File: config.mk
export PLATFORM = sky130hd
export DESIGN_NAME = data_mem_interface_v2
export DESIGN_NICKNAME = d
export VERILOG_FILES = /design/src/rtl/data_mem_interface_v2.sv
export SDC_FILE = /design/constraint.sdc
export NUM_CORES = 1
export LEC_CHECK = 0
export BUFFER_PORTS_ARGS = -buffer_cell sky130_fd_sc_hd__buf_2
export CAP_MARGIN = 15
export CORE_AREA = 2 2 206 208
export CTS_CLUSTER_SIZE = 16
export DETAILED_ROUTE_END_ITERATION = 8
export DIE_AREA = 0 0 208 210
export PLACE_DENSITY = 0.63
export SYNTH_ARGS = -nofsm -noshare
export SYNTH_HDL_FRONTEND = slang
export SYNTH_SLANG_ARGS = --single-unit
File: constraint.sdc
create_clock -name clk -period 12.35 [get_ports clk]
set_clock_uncertainty 0.2 [all_clocks]
set_input_delay 2.47 -clock clk [delete_from_list [all_inputs] [get_ports clk]]
set_output_delay 2.47 -clock clk [all_outputs]
set_load 0.01 [all_outputs]
File: src/rtl/data_mem_interface_v2.sv
// CPU-to-data-memory bridge: registers each load/store, screens it against the
// DMBottom/DMTop window and natural alignment, runs the memory handshake while
// stalling the CPU, and returns sized, extended load data. Rejected or
// timed-out accesses raise a one-cycle fault with a cause code.
module data_mem_interface_v2 #(
  parameter int unsigned DATA_W         = 64,
  parameter int unsigned ADDR_W         = 64,
  parameter int unsigned ALIGN_CHECK    = 1,
  parameter int unsigned TIMEOUT_CYCLES = 256
) (
  input  logic              clk,
  input  logic              reset_n,
  input  logic [ADDR_W-1:0] address_from_cpu,
  input  logic              read_bit_from_cpu,
  input  logic              write_bit_from_cpu,
  input  logic [1:0]        size_select_from_cpu,
  input  logic              sign_extend_from_cpu,
  input  logic [DATA_W-1:0] write_data_from_cpu,
  input  logic [ADDR_W-1:0] DMBottom,
  input  logic [ADDR_W-1:0] DMTop,
  output logic              stall_to_cpu,
  output logic [DATA_W-1:0] read_data_to_cpu,
  output logic              fault_to_cpu,
  output logic [2:0]        fault_code_to_cpu,
  output logic [ADDR_W-1:0] address_to_mem,
  output logic              read_request_to_mem,
  output logic              write_request_to_mem,
  output logic [1:0]        size_select_to_mem,
  output logic [DATA_W-1:0] write_data_to_mem,
  input  logic [DATA_W-1:0] read_data_from_mem,
  input  logic              read_ready_from_mem,
  input  logic              write_ready_from_mem,
  input  logic              write_finished_from_mem
);

  localparam int unsigned NB      = DATA_W / 8;
  // Last wait-cycle index before the timeout fires.
  localparam int unsigned TO_LAST = (TIMEOUT_CYCLES == 0) ? 0 : TIMEOUT_CYCLES - 1;
  localparam int unsigned CNT_W   = (TO_LAST > 0) ? $clog2(TO_LAST + 1) : 1;

  typedef enum logic [2:0] {StIdle, StRdWait, StWrWaitReady, StWrWaitDone, StDone} state_e;

  state_e              state_q, state_d;
  logic [ADDR_W-1:0]   addr_q, addr_d;
  logic [1:0]          size_q, size_d;
  logic [DATA_W-1:0]   wdata_q, wdata_d;
  logic                sext_q, sext_d;
  logic [DATA_W-1:0]   rdata_q, rdata_d;
  logic                fault_q, fault_d;
  logic [2:0]          code_q, code_d;
  logic [CNT_W-1:0]    cnt_q, cnt_d;

  logic [3:0]          req_nbytes, req_nm1, cap_nbytes;
  logic [ADDR_W:0]     req_end;
  logic [2:0]          req_code;
  logic [DATA_W-1:0]   masked_wdata, load_ext;
  logic                load_sign, timed_out;

  function automatic logic [3:0] size_bytes(input logic [1:0] s);
    case (s)
      2'b10:   return 4'd1;
      2'b01:   return 4'd2;
      2'b00:   return 4'd4;
      default: return 4'd8;
    endcase
  endfunction

  assign req_nbytes = size_bytes(size_select_from_cpu);
  assign req_nm1    = req_nbytes - 4'd1;
  assign cap_nbytes = size_bytes(size_q);
  // One extra bit so the last byte address cannot wrap past zero.
  assign req_end    = (ADDR_W+1)'(address_from_cpu) + (ADDR_W+1)'(req_nm1);
  assign timed_out  = (TIMEOUT_CYCLES != 0) && (cnt_q == CNT_W'(TO_LAST));

  // Legality screen of the incoming request, highest-priority cause first.
  always_comb begin
    req_code = 3'b000;
    if (read_bit_from_cpu && write_bit_from_cpu) begin
      req_code = 3'b011;
    end else if ((size_select_from_cpu == 2'b11) && (DATA_W == 32)) begin
      req_code = 3'b101;
    end else if ((address_from_cpu < DMBottom) || (req_end > {1'b0, DMTop})) begin
      req_code = 3'b001;
    end else if ((ALIGN_CHECK != 0) && ((address_from_cpu[2:0] & req_nm1[2:0]) != 3'b000)) begin
      req_code = 3'b010;
    end
  end

  // Store data with every byte beyond the access size forced to zero.
  always_comb begin
    masked_wdata = '0;
    for (int b = 0; b < NB; b++) begin
      if (b < int'(req_nbytes)) masked_wdata[8*b +: 8] = write_data_from_cpu[8*b +: 8];
    end
  end

  // Keep the low N bytes of the memory word and extend from the top kept bit.
  always_comb begin
    load_sign = 1'b0;
    load_ext  = '0;
    for (int b = 0; b < NB; b++) begin
      if (b < int'(cap_nbytes)) begin
        load_ext[8*b +: 8] = read_data_from_mem[8*b +: 8];
        load_sign          = read_data_from_mem[8*b + 7];
      end else begin
        load_ext[8*b +: 8] = {8{sext_q & load_sign}};
      end
    end
  end

  // Next-state, capture and stall decode.
  always_comb begin
    state_d      = state_q;
    addr_d       = addr_q;
    size_d       = size_q;
    wdata_d      = wdata_q;
    sext_d       = sext_q;
    rdata_d      = rdata_q;
    fault_d      = 1'b0;
    code_d       = 3'b000;
    cnt_d        = cnt_q + CNT_W'(1);
    stall_to_cpu = 1'b0;
    unique case (state_q)
      StIdle: begin
        cnt_d = '0;
        if (read_bit_from_cpu || write_bit_from_cpu) begin
          if (req_code != 3'b000) begin
            fault_d = 1'b1;
            code_d  = req_code;
          end else begin
            stall_to_cpu = 1'b1;
            addr_d       = address_from_cpu;
            size_d       = size_select_from_cpu;
            wdata_d      = masked_wdata;
            sext_d       = sign_extend_from_cpu;
            state_d      = read_bit_from_cpu ? StRdWait : StWrWaitReady;
          end
        end
      end
      StRdWait: begin
        stall_to_cpu = 1'b1;
        if (read_ready_from_mem) begin
          rdata_d = load_ext;
          state_d = StDone;
        end else if (timed_out) begin
          fault_d = 1'b1;
          code_d  = 3'b100;
          state_d = StIdle;
        end
      end
      StWrWaitReady: begin
        stall_to_cpu = 1'b1;
        if (write_ready_from_mem) begin
          cnt_d   = '0;
          state_d = StWrWaitDone;
        end else if (timed_out) begin
          fault_d = 1'b1;
          code_d  = 3'b100;
          state_d = StIdle;
        end
      end
      StWrWaitDone: begin
        stall_to_cpu = 1'b1;
        if (write_finished_from_mem) begin
          state_d = StDone;
        end else if (timed_out) begin
          fault_d = 1'b1;
          code_d  = 3'b100;
          state_d = StIdle;
        end
      end
      StDone:  state_d = StIdle;
      default: state_d = StIdle;
    endcase
  end

  // State and captured-access registers with synchronous active-low reset.
  always_ff @(posedge clk) begin
    if (!reset_n) begin
      state_q <= StIdle;
      addr_q  <= '0;
      size_q  <= '0;
      wdata_q <= '0;
      sext_q  <= 1'b0;
      rdata_q <= '0;
      fault_q <= 1'b0;
      code_q  <= 3'b000;
      cnt_q   <= '0;
    end else begin
      state_q <= state_d;
      addr_q  <= addr_d;
      size_q  <= size_d;
      wdata_q <= wdata_d;
      sext_q  <= sext_d;
      rdata_q <= rdata_d;
      fault_q <= fault_d;
      code_q  <= code_d;
      cnt_q   <= cnt_d;
    end
  end

  assign read_request_to_mem  = (state_q == StRdWait);
  assign write_request_to_mem = (state_q == StWrWaitDone);
  assign address_to_mem       = addr_q;
  assign size_select_to_mem   = size_q;
  assign write_data_to_mem    = wdata_q;
  assign read_data_to_cpu     = rdata_q;
  assign fault_to_cpu         = fault_q;
  assign fault_code_to_cpu    = code_q;

endmodule
== Word-level counts from Yosys, hierarchy flattened ==
Index checks and enable logic that the tools add are counted.
Widths: inputs -> output; s select.

* Bits in registers: 210
* Input bits: 330
* Output and inout bits: 201

* Add/subtract/negate cells: 3
* Magnitude comparators: 18
* Eq/ne operators: 10
* Multiplexer cells: 55
* Bitwise operators: 9
* Reduce and logical (&&, ||, !) cells: 12

{| class="wikitable"
|+ Operators by type and width
! operator !! number
|-
| $mux 8 || 17
|-
| $add 64x4->65 || 1
|-
| $gt 65x64->1 || 1
|-
| $lt 64x64->1 || 1
|-
| $mux 3 || 12
|-
| $lt 3x4->1 const A || 8
|-
| $pmux 3 s4 || 2
|-
| $pmux 4 s3 || 2
|-
| $lt 1x4->1 const A || 4
|-
| $lt 2x4->1 const A || 4
|-
| $pmux 8 s2 || 1
|-
| $mux 1 || 15
|-
| $add 8x1->8 const B || 1
|-
| $eq 8x8->1 const B || 1
|-
| $mux 2 || 4
|-
| $and 1x1->1 || 7
|-
| $eq 3x2->1 const B || 2
|-
| $reduce_bool 3->1 || 2
|-
| $eq 2x1->1 const B || 2
|-
| $eq 2x2->1 const B || 2
|-
| $logic_not 2->1 || 2
|-
| $ne 2x2->1 const B || 2
|-
| $pmux 1 s4 || 1
|-
| $reduce_and 2->1 || 2
|-
| 10 further kinds || 11
|}

== Logic depth before layout (Yosys ltp) ==
* Word-level depth: 12
* Gate-level depth with buffers: 26
* Gate-level depth less buffers: 23

== Worst setup path before layout ==
No wires, ideal clock.

* Kind: input-to-output
* From: input port size_select_from_cpu[0]
* To: output port stall_to_cpu
* Data arrival time: 6.904 ns
* Setup slack: 2.776 ns
* Stages: 25
* Buffers on the path: 5
* Cell sequence: ha_1 clkbuf_1 clkbuf_1 xor2_1 ha_1 a21oi_1 nor4_1 and2_0 nand2_1 nor2_1 nand2_1 xnor2_1 ha_1 a21oi_1 nand2_1 a21oi_1 o211ai_1 a221o_1 a41oi_1 o211ai_2 nor3_2 buf_6 buf_6 buf_6 o21bai_1

* Longest elaborated chain between the ends: 12

{| class="wikitable"
|+ Ends and longest elaborated chain
! element !! RTL line !! RTL
|-
| start: declaration || 16 || <nowiki>input logic [1:0] size_select_from_cpu,</nowiki>
|-
| $eq 2x1->1 (tied with other cells) || 60 || <nowiki>case (s)</nowiki>
|-
| $pmux 4 s3 * || 60 ||
|-
| $sub 4x1->4 * || 69 || <nowiki>assign req_nm1 = req_nbytes - 4'd1;</nowiki>
|-
| $add 64x4->65 or $and 3x3->3 (tied branches) || 72, 84 ||
|-
| $gt 65x64->1 or $reduce_bool 3->1 (tied branches) || 82, 84 ||
|-
| $logic_or 1x1->1 or $mux 2 (tied branches) || 82, 84 ||
|-
| $mux 2 * || 82 || <nowiki>end else if ((address_from_cpu < DMBottom) || (req_end > {1'b0, DMTop})) begin</nowiki>
|-
| $mux 2 * || 78 || <nowiki>if (read_bit_from_cpu && write_bit_from_cpu) begin</nowiki>
|-
| $reduce_bool 3->1 * || 127 || <nowiki>if (req_code != 3'b000) begin</nowiki>
|-
| $mux 1 * || 127 ||
|-
| $mux 1 * || 126 || <nowiki>if (read_bit_from_cpu || write_bit_from_cpu) begin</nowiki>
|-
| $pmux 1 s2 * || 123 || <nowiki>unique case (state_q)</nowiki>
|-
| end: declaration || 21 || <nowiki>output logic stall_to_cpu,</nowiki>
|}

Every way passes the cells marked *; elsewhere a longest branch is shown, timed or not.

== Worst setup path after layout ==
Ends and elaborated chain as after synthesis.

==> results by group <==
Outcome
  • Status: complete, no violations

Clock network
  • CTS tree: yes
  • H-tree levels: 1
  • Clock sinks: 210
  • Root buffer cell: clkbuf_16
  • Skew-Pair Late Insertion Delay: 550 ps
  • PostCTS Resize Cnt: 0
  • CTS Buf Count: 28
  • Worst-path clk slew: about 60 ps
  • Post-CTS setup repair buffer count: 0
  • # hold bufs at CTS: 0
  • Longest Clk Path Bufs: 3

Worst setup path
  • Crit. End Element: output pin
  • R2R depth: 6
  • Crit path max fanout: 18
  • Reg-to-reg slack, setup: between 9000 and 10000 ps
  • Worst EP required: about 9700 ps
  • Critical path data arrival time: roughly 8000 ps
  • Reg2reg end: read_data_to_cpu[29]$_SDFFE_PN0P_
  • Setup CP Type: in2out
  • Startpoint Class: primary input
  • Critical R2R Launch: state_q[0]$_SDFFE_PN0P_

Synthesis
  • Leading cell types by count after synthesis: nand2_1 (329), dfxtp_1 (210), ha_1 (137), inv_1 (137), mux2i_1 (131)
  • Largest cells by area after synthesis: dfxtp_1 (33%), ha_1 (13%), mux2i_1 (10%)
  • Synth Warn #: 0
  • Area share of the largest cell type after synthesis: approximately a third
  • Most instantiated library cell after synthesis: nand2_1
  • Seq/Total Area, Yosys: 33.0%
  • Synth area leader: dfxtp_1
  • Post-synth ARST share: 0%
  • Main synth FF type: dfxtp_1
  • Flops & latches, synth: 210
  • Syn Nets: slightly above 2000
  • Post-Syn Instances: 1588
  • Mapped Area: 12700 um^2
  • Avg Cell Area, Syn: around 8.0 um^2
  • EDFF count, synth: 0
  • Synth unique cells: 52

Power
  • Total power: approximately 1.9 mW
  • Lkg Pwr: 8.18 nW
  • Power Dens Cells: roughly 110 nW/um^2
  • Peak VDD IR: roughly 0.11 mV

Cells and area
  • Layout overhead on the synthesized area: 32.0%
  • Non-filler instance count after layout: between 2000 and 3000
  • Share of cells above drive strength 1: between 20% and 30%
  • Final #Nets: between 2000 and 3000

Worst hold path
  • Hold path start: write_data_to_mem[46]$_SDFFE_PN0P_
  • Min-Delay Endpoint: write_data_to_mem[46]$_SDFFE_PN0P_
  • Hold path depth: 2
  • Hold WC Path Type: reg2reg

Floorplan
  • DIE HEIGHT: about 210 um
  • Std-Cell Rows: 75
  • Die area: approximately 44000 um^2
  • Ports: ~530
  • Core Footprint: between 40000 and 50000 um^2
  • Starting density of the core: about 31%
  • Die X: 208 um

Job
  • Max Cap Viol: 0

Timing
  • Crit path time final: 10840 ps
  • Worst hold slack: between 200 and 300 ps
  • Max Freq: between 0.09 and 0.1 GHz
  • Tcrit/Tclk final: between 80% and 90%
  • Rel. slew slack: approximately 25%
  • Max-slew violations: 0
  • Setup TNS: 0 ps
  • RSZ-0062 raised after global routing: false
  • Final hold violation count: 0
  • Final setup viols: 0
  • Slew of the pin with the lowest slew margin: ~1100 ps

Place
  • IO buf count: 530
  • RePlAce Congestion: just under 0.9
  • Dpl cells: 2587
  • Dpl hpwl: 36500 um

Route
  • DR WL/cell: 17.4 um
  • Routed vias: approximately 13000
  • Drt first pass iters: 4
  • Initial DRC count: roughly 680
  • Remaining DRCs: 0
  • Antenna-violating nets left: 0
  • Vias/cell: about 4.9
  • Final wirelength: roughly 46000 um

Global routing
  • Largest net degree at the start of global routing: 132
  • Grt met2 use: approximately a third
  • GRT Residual Overflow: 0
  • Initial antenna violation count: 18
  • Met3 usage: ~5.6%
  • Met1 Track Usage GR: ~23%
  • First-pass GRT wire length: approximately 70000 um
  • Most used routing layer: met2
  • All-Layer GR Usage: about a fifth
  • Number of global-route vias before repair: 12800
kinds of logic after synthesis:
kind of cell | count (synthesis) | synth area share (%)
adders and majority gates | 138 | 13.6
and+or+nand+nor | 574 | 20.1
muxes | 131 | 10.3
AOI/OAI and AO/OA | 250 | 11.1
xor gates and xnor gates | 70 | 4.82
DFF | 210 | 33.0
buffers and inverters | 215 | 6.98
layout by cell type, fill, tap and decap left out, types with 4 or more instances in the layout:
| master | synthesis | layout |
|---|---|---|
| nor4_1 | 4 | 4 |
| nand3_1 | 102 | 102 |
| a211oi_1 | 5 | 5 |
| nor2_1 | 45 | 44 |
| o21ai_0 | 75 | 75 |
| clkbuf_8 | 0 | 5 |
| clkbuf_16 | 0 | 29 |
| mux2i_1 | 131 | 131 |
| bufinv_16 | 0 | 5 |
| diode_2 | 0 | 6 |
| nand2_1 | 329 | 329 |
| dfxtp_1 | 210 | 210 |
| a21o_1 | 12 | 12 |
| nand4_1 | 30 | 30 |
| nand2b_1 | 16 | 16 |
| a21oi_1 | 118 | 118 |
| clkinvlp_4 | 0 | 4 |
| nor3_1 | 10 | 10 |
| xnor2_1 | 48 | 48 |
| xor2_1 | 22 | 22 |
| clkinv_2 | 0 | 4 |
| buf_4 | 0 | 4 |
| and3_1 | 12 | 12 |
| a21boi_0 | 9 | 9 |
| inv_1 | 137 | 137 |
| o21a_1 | 4 | 4 |
| a221oi_1 | 5 | 5 |
| and4_1 | 11 | 11 |
| buf_2 | 5 | 529 |
| ha_1 | 137 | 137 |
worst max path at each step:
stage,startpoint,endpoint,slack [ps],cells after the start
detailed placement,size_select_from_cpu[0],stall_to_cpu,1390,22
finish,size_select_from_cpu[0],stall_to_cpu,1510,22
CTS,size_select_from_cpu[0],stall_to_cpu,1380,22
global placement,size_select_from_cpu[0],stall_to_cpu,1490,24
floorplan,size_select_from_cpu[0],stall_to_cpu,2780,25
global route,size_select_from_cpu[0],stall_to_cpu,990,22
worst max-delay path, stage by stage:
cell and delay [ps]:
buf_2 110, inv_1 50, ha_1 700, ha_1 290
a21o_1 100, a21o_1 140, a21oi_1 130, nor4_1 800
and2_0 400, nand2_1 170, nor3_1 370, nand3_1 150
xnor2_1 150, ha_1 290, nand4_1 160, nor4_1 480
a221o_1 240, a41oi_1 60, o211ai_2 500, nor3_4 70
o21bai_1 170, buf_2 140
registers in the layout, summed over array words and instances, names as in the netlist:
name / flops
size_select_to_mem: 2
state_q: 3
read_data_to_cpu: 64
sext_q: 1
cnt_q: 8
fault_code_to_cpu: 3
address_to_mem: 64
fault_to_cpu: 1
write_data_to_mem: 64
per-layer routing:
layer | vias to the layer above | routed length, um
met5 | - | 108
met4 | 18 | 2120
met3 | 116 | 3600
met2 | 481 | 22100
met1 | 5969 | 18000
li1 | 6372 | -
metrics by stage:
step	cell area, um^2	utilization, %	setup slack [ps]
floorplan	12700	-	2780
global placement	15800	38.0	1490
detailed placement	15800	38.0	1390
CTS	16800	40.5	1380
global route	16800	40.5	993
finish	16800	40.5	1510
cell type report:
class / instances / area (um^2)
clock buffers: 37 / 806
fillers: 4294 / 24700
clock inverters: 13 / 200
inverters: 138 / 518
repair buffers: 537 / 2740
multi-input cells: 1163 / 7640
flip-flops and latches: 210 / 4200
well taps: 539 / 674
diodes: 6 / 15.0
report_power, final:
part	internal [mW]	leakage, nW	switching [mW]	total [mW]
registers	0.691	1.69	0.00663	0.698
logic	0.127	6.00	0.167	0.293
clock network	0.559	0.484	0.325	0.884
Power figures use the tool's default switching activity.
